===== src/rtl/axi_lite_regbank.sv =====
// axi_lite_regbank: AXI4-Lite slave register file with RO masking, SLVERR, fabric update path and access strobes.
module axi_lite_regbank #(
  parameter int                   N_REGS      = 16,
  parameter int                   ADDR_WIDTH  = 6,
  parameter logic [N_REGS-1:0]    RO_MASK     = '0,
  parameter logic [N_REGS*32-1:0] RESET_VALUE = '0
) (
  input  logic                   aclk,
  input  logic                   aresetn,
  input  logic [ADDR_WIDTH-1:0]  awaddr,
  input  logic [2:0]             awprot,
  input  logic                   awvalid,
  output logic                   awready,
  input  logic [31:0]            wdata,
  input  logic [3:0]             wstrb,
  input  logic                   wvalid,
  output logic                   wready,
  output logic [1:0]             bresp,
  output logic                   bvalid,
  input  logic                   bready,
  input  logic [ADDR_WIDTH-1:0]  araddr,
  input  logic [2:0]             arprot,
  input  logic                   arvalid,
  output logic                   arready,
  output logic [31:0]            rdata,
  output logic [1:0]             rresp,
  output logic                   rvalid,
  input  logic                   rready,
  input  logic [N_REGS-1:0]      hw_wr_en,
  input  logic [N_REGS*32-1:0]   hw_wr_data,
  output logic [N_REGS*32-1:0]   reg_out,
  output logic [N_REGS-1:0]      reg_wr_pulse,
  output logic [N_REGS-1:0]      reg_rd_pulse
);
  localparam int IW = ADDR_WIDTH - 2;
  logic [31:0]       r_regs [N_REGS];
  logic              r_aw_full, r_w_full, r_bvalid, r_rvalid;
  logic [IW-1:0]     r_aw_idx;
  logic [31:0]       r_wdata, r_rdata;
  logic [3:0]        r_wstrb;
  logic [1:0]        r_bresp, r_rresp;
  logic [N_REGS-1:0] r_wr_pulse, r_rd_pulse;
  logic [N_REGS-1:0] w_aw_hit, w_ar_hit, w_wr_sel;
  logic [31:0]       w_rd_val, w_strb_mask;
  logic [31:0]       w_next [N_REGS];
  logic              w_commit, w_ar_hs, w_unused;
  assign w_unused    = ^{awprot, arprot, awaddr[1:0], araddr[1:0]};
  assign awready     = !r_aw_full && !r_bvalid;
  assign wready      = !r_w_full && !r_bvalid;
  assign arready     = !r_rvalid;
  assign bvalid      = r_bvalid;
  assign bresp       = r_bresp;
  assign rvalid      = r_rvalid;
  assign rresp       = r_rresp;
  assign rdata       = r_rdata;
  assign reg_wr_pulse = r_wr_pulse;
  assign reg_rd_pulse = r_rd_pulse;
  assign w_commit    = r_aw_full && r_w_full && !r_bvalid;
  assign w_ar_hs     = arvalid && !r_rvalid;
  assign w_wr_sel    = w_commit ? (w_aw_hit & ~RO_MASK) : '0;
  assign w_strb_mask = {{8{r_wstrb[3]}}, {8{r_wstrb[2]}}, {8{r_wstrb[1]}}, {8{r_wstrb[0]}}};
  // One-hot decode; indices at or above N_REGS match nothing and so read as out of range.
  always_comb begin
    w_rd_val = '0;
    for (int i = 0; i < N_REGS; i++) begin
      w_aw_hit[i] = r_aw_idx == IW'(i);
      w_ar_hit[i] = araddr[ADDR_WIDTH-1:2] == IW'(i);
      w_rd_val    = w_rd_val | (w_ar_hit[i] ? r_regs[i] : 32'h0);
    end
  end
  // Fabric data is the base; AXI-strobed bytes override it on a commit.
  always_comb begin
    for (int i = 0; i < N_REGS; i++) begin
      w_next[i] = hw_wr_en[i] ? hw_wr_data[i*32+:32] : r_regs[i];
      w_next[i] = w_wr_sel[i] ? ((r_wdata & w_strb_mask) | (w_next[i] & ~w_strb_mask)) : w_next[i];
    end
  end
  always_ff @(posedge aclk) begin
    if (!aresetn) begin
      for (int i = 0; i < N_REGS; i++) r_regs[i] <= RESET_VALUE[i*32+:32];
      r_aw_full  <= 1'b0;
      r_w_full   <= 1'b0;
      r_aw_idx   <= '0;
      r_wdata    <= '0;
      r_wstrb    <= '0;
      r_bvalid   <= 1'b0;
      r_bresp    <= 2'b00;
      r_rvalid   <= 1'b0;
      r_rresp    <= 2'b00;
      r_rdata    <= '0;
      r_wr_pulse <= '0;
      r_rd_pulse <= '0;
    end else begin
      for (int i = 0; i < N_REGS; i++) r_regs[i] <= w_next[i];
      if (awvalid && awready) begin
        r_aw_full <= 1'b1;
        r_aw_idx  <= awaddr[ADDR_WIDTH-1:2];
      end
      if (wvalid && wready) begin
        r_w_full <= 1'b1;
        r_wdata  <= wdata;
        r_wstrb  <= wstrb;
      end
      if (w_commit) begin
        r_aw_full <= 1'b0;
        r_w_full  <= 1'b0;
        r_bvalid  <= 1'b1;
        r_bresp   <= |w_wr_sel ? 2'b00 : 2'b10;
      end else if (r_bvalid && bready) begin
        r_bvalid <= 1'b0;
      end
      r_wr_pulse <= w_wr_sel;
      if (w_ar_hs) begin
        r_rvalid <= 1'b1;
        r_rdata  <= w_rd_val;
        r_rresp  <= |w_ar_hit ? 2'b00 : 2'b10;
      end else if (r_rvalid && rready) begin
        r_rvalid <= 1'b0;
      end
      r_rd_pulse <= w_ar_hs ? w_ar_hit : '0;
    end
  end
  for (genvar g = 0; g < N_REGS; g++) begin : g_out
    assign reg_out[g*32+:32] = r_regs[g];
  end
endmodule


===== config.mk =====
export PLATFORM = sky130hd
export DESIGN_NAME = axi_lite_regbank
export DESIGN_NICKNAME = d
export VERILOG_FILES = /design/src/rtl/axi_lite_regbank.sv
export SDC_FILE = /design/constraint.sdc
export NUM_CORES = 1
export LEC_CHECK = 0
export CAP_MARGIN = 15
export CORE_AREA = 2 2 462 464
export DETAILED_ROUTE_END_ITERATION = 16
export DIE_AREA = 0 0 464 466
export PLACE_DENSITY_LB_ADDON = 0.08
export SLEW_MARGIN = 20
export SYNTH_ARGS = -nofsm -noshare
export SYNTH_HDL_FRONTEND = slang
export SYNTH_SLANG_ARGS = --single-unit

===== constraint.sdc =====
create_clock -name aclk -period 2.65 [get_ports aclk]
set_clock_uncertainty 0.2 [all_clocks]
set_input_delay 0.53 -clock aclk [delete_from_list [all_inputs] [get_ports aclk]]
set_output_delay 0.53 -clock aclk [all_outputs]
set_load 0.01 [all_outputs]

==> metrics.md <==
| Metric | Value |
|---|---|
| Net Sw Frac | between 30 and 40% |
| Fill count | around 23000 |
| Wirelength per Cell | ~38 um |
| First-pass detailed-route iteration total | 5 |
| Final WL | roughly 290 mm |
| # port buffers | 1161 |
| FF-to-FF Start | r_aw_full |
| Slew headroom | about a third |
| Critical Path Source | r_regs[1][199] |
| Initial antenna violation count | between 60 and 70 |
| Post-CTS Setup Inserts | 0 |
| Logic pwr share | 19.9% |
| Min Hold Slack | ~0.15 ns |
| Clock Tree Root | clkbuf_16 |
| Kind of cell adding the most delay to the critical path | buffers and inverters |
| Critical path class | flop to output port |
| Initial Utilization | between 10 and 15% |
| Max clock buf depth | 3 |
| Largest family of logic cells by synthesized area | compound AO/OA/AOI/OAI gates |
| Clock sinks | approximately 620 |
| Total number of vias | around 33000 |
| Reg power frac | 36.0% |
| Max cap viols | 0 |
| Worst-path clk slew | about 0.05 ns |
| Internal power | between 20000 and 25000 uW |
| Required @ worst endpoint | about 1.9 ns |
| Synth Area in Compound Gates | approximately a quarter |
| Die area | ~220000 sq um |
| Die height | approximately 470 um |
| Cell Area, Synth | around 30000 sq um |
| Slew @ Worst Pin | around 0.97 ns |
| Post-Synth Adder-Cell Area | 0% |
| Critical Path, Cell by Cell | clkdlybuf4s50_1 |
| Core footprint | roughly 210000 sq um |
| PD cells | around 600 nW/um^2 |
| Tot Pwr | 30400 uW |
| Hold Crit Start | wdata[28] |
| Pre-CTS WS | -0.586 ns |
| Vias in the first global route | about 34000 |
| DRC | 0 |
| FF+latch count, synth | roughly 620 |
| Ys Warns | 0 |
| Crit path buf inv count | 1 |
| Syn Inst Count | approximately 3300 |
| Crit path capture type | output port |
| Psw | approximately 9400 uW |
| Final period util | 98.3% |
| CTS tree | built |
| Setup TNS | 0 ns |
| Final setup viols | 0 |
| Die Span X | between 400 and 500 um |
| Startpoint type of the worst setup path | flop |
| Synth async-reset ratio | 0% |
| Crit-path max FO | 3 |
| # rows | between 150 and 200 |
| HP Class | input port to flop |
| First-pass GRT wire length | 366 mm |
| Final Instance Area | slightly above 50000 sq um |
| Post-Syn Area per Cell | 9.39 sq um |
| Leakage Power | 0.0246 uW |
| Grt total ovfl | 0 |
| Num ports | 1174 |
| Clock group share of total power | between 40% and 50% |
| Register area share after synthesis | 40.5% |
| Number of distinct library cells after synthesis | 48 |
| Post-synthesis mux area share | between 15 and 20% |
| Max incr delay on CP | 0.61 ns |
| Ys flop type | dfxtp_1 |
| Final Slew Violations | 0 |
| Post-synth EDFFs | 0 |
| Post-Synth XOR/XNOR Area | 0% |
| Crit path arrival time | 1.88 ns |
| Multi-input logic area | 17000 sq um |
| GPL Wtd Cong | 0.849 |
| H-Tree Depth | 3 |
| Fraction of layout instances using a drive strength above 1 | roughly 17% |
| Endpoints failing hold | 0 |
| Worst-path cell with the longest stage delay | clkdlybuf4s50_1 |
| Number of nets in the layout | 5175 |
| Area grow syn2layout | 68.3% |
| Final worst slack | approximately 0.045 ns |
| F_max | between 0.3 and 0.4 GHz |
| Initial DRC count | roughly 2400 |
| Routed Antenna Nets | 0 |
| Peak VDD IR | roughly 0.48 mV |
| CTS Buf Count | 92 |
| Overall Global Routing Usage | 25.7% |
| Commonest non-fill, non-tap cells in the layout | clkdlybuf4s50_1, nand2_1, mux2i_1 |
| RSZ-0062 raised after global routing | no |
| Largest net degree at the start of global routing | 84 |
| Commonest non-fill, non-tap cell in the layout | clkdlybuf4s50_1 |
| Placement Cell Area | between 40000 and 50000 sq um |
| Clk_lat worst skew | between 0.7 and 0.8 ns |
| Drt via density | 4.44 |
| Status | completed |
| Post-DP HPWL | 235 mm |
| Synth Area in Simple Gates | a little over a tenth |
| Storage element area | 12700 sq um |
| Min cycle time layout | between 2 and 3 ns |
## layer usage
layer | track usage (%) | up-vias | part of all wire [%]
li1 | - | 14900 | -
met1 | 29.2 | 16800 | 39
met2 | 48.0 | 1278 | 52
met3 | 5.71 | 287 | 5.5
met4 | 6.65 | 52 | 2.6
met5 | 0 | - | 0.11
## registers in the layout, summed over array words and instances, names as in the netlist, 4 cells and up
name and flops:
r_aw_idx 4, reg_rd_pulse 16, r_wstrb 4, r_wdata 32, reg_wr_pulse 16, rdata 32
r_regs 512
## kinds of logic (layout without fill, tap and decap cells)
family                 count (synthesis)  after routing
other                                  1             32
multiplexers                         551            551
flip-flops                           622            622
AO/OA/AOI/OAI                        951            951
AND/OR/NAND/NOR                      789            789
buffers and inverters                362           1747
## synthesized netlist by cell type (35+ instances only)
library cell	instances	area [sq um]
clkbuf_1	261	980
nor2_1	56	210
a21boi_0	38	285
o21ai_0	54	270
dfxtp_1	622	12500
o211a_1	440	4400
nand2_1	607	2280
a22oi_1	121	908
nand3_1	51	255
buf_2	46	230
o22ai_1	105	657
mux2i_1	544	5450
a22o_1	35	307
## timing repair
action	in CTS	in global routing
endpoints found under the hold margin	10	0
endpoints found under the setup margin	217	7
resized for setup	217	4
hold buffers	2	0
## power groups by stage
stage	clock network, uW	registers [uW]	logic, uW
floorplan	0	10700	2040
global placement	0	11200	6130
detailed placement	0	11200	6140
CTS	13800	11000	6140
global route	14100	11000	6400
finish	13400	11000	6050
## area by class of cell
cell class                 count  share of cell area [%]
inverter                      19                   0.138
sequential                   622                    24.5
clock buffer                 141                    5.43
multi-input combinational   2293                    32.9
timing repair buffer        1558                    29.4
clock inverter                29                   0.742
tap                         2821                    6.82
antenna                       30                   0.145
## per-stage QoR
step	util, %	instances
2_1_floorplan	-	3277
3_3_place_gp	22.9	7311
3_5_place_dp	22.9	7311
4_1_cts	24.5	7483
5_1_grt	24.5	7490
6_report	24.5	7513
## final timing paths
path	slack [ns]	depth (start not counted)	to
worst min-delay path	0.15	3	r_wdata[28]
worst max register to register	0.08	6	r_regs[0][215]
worst min register to register	0.26	2	r_wdata[27]
worst max-delay path	0.04	1	reg_out[455]
(Power assumes the default switching activity.)
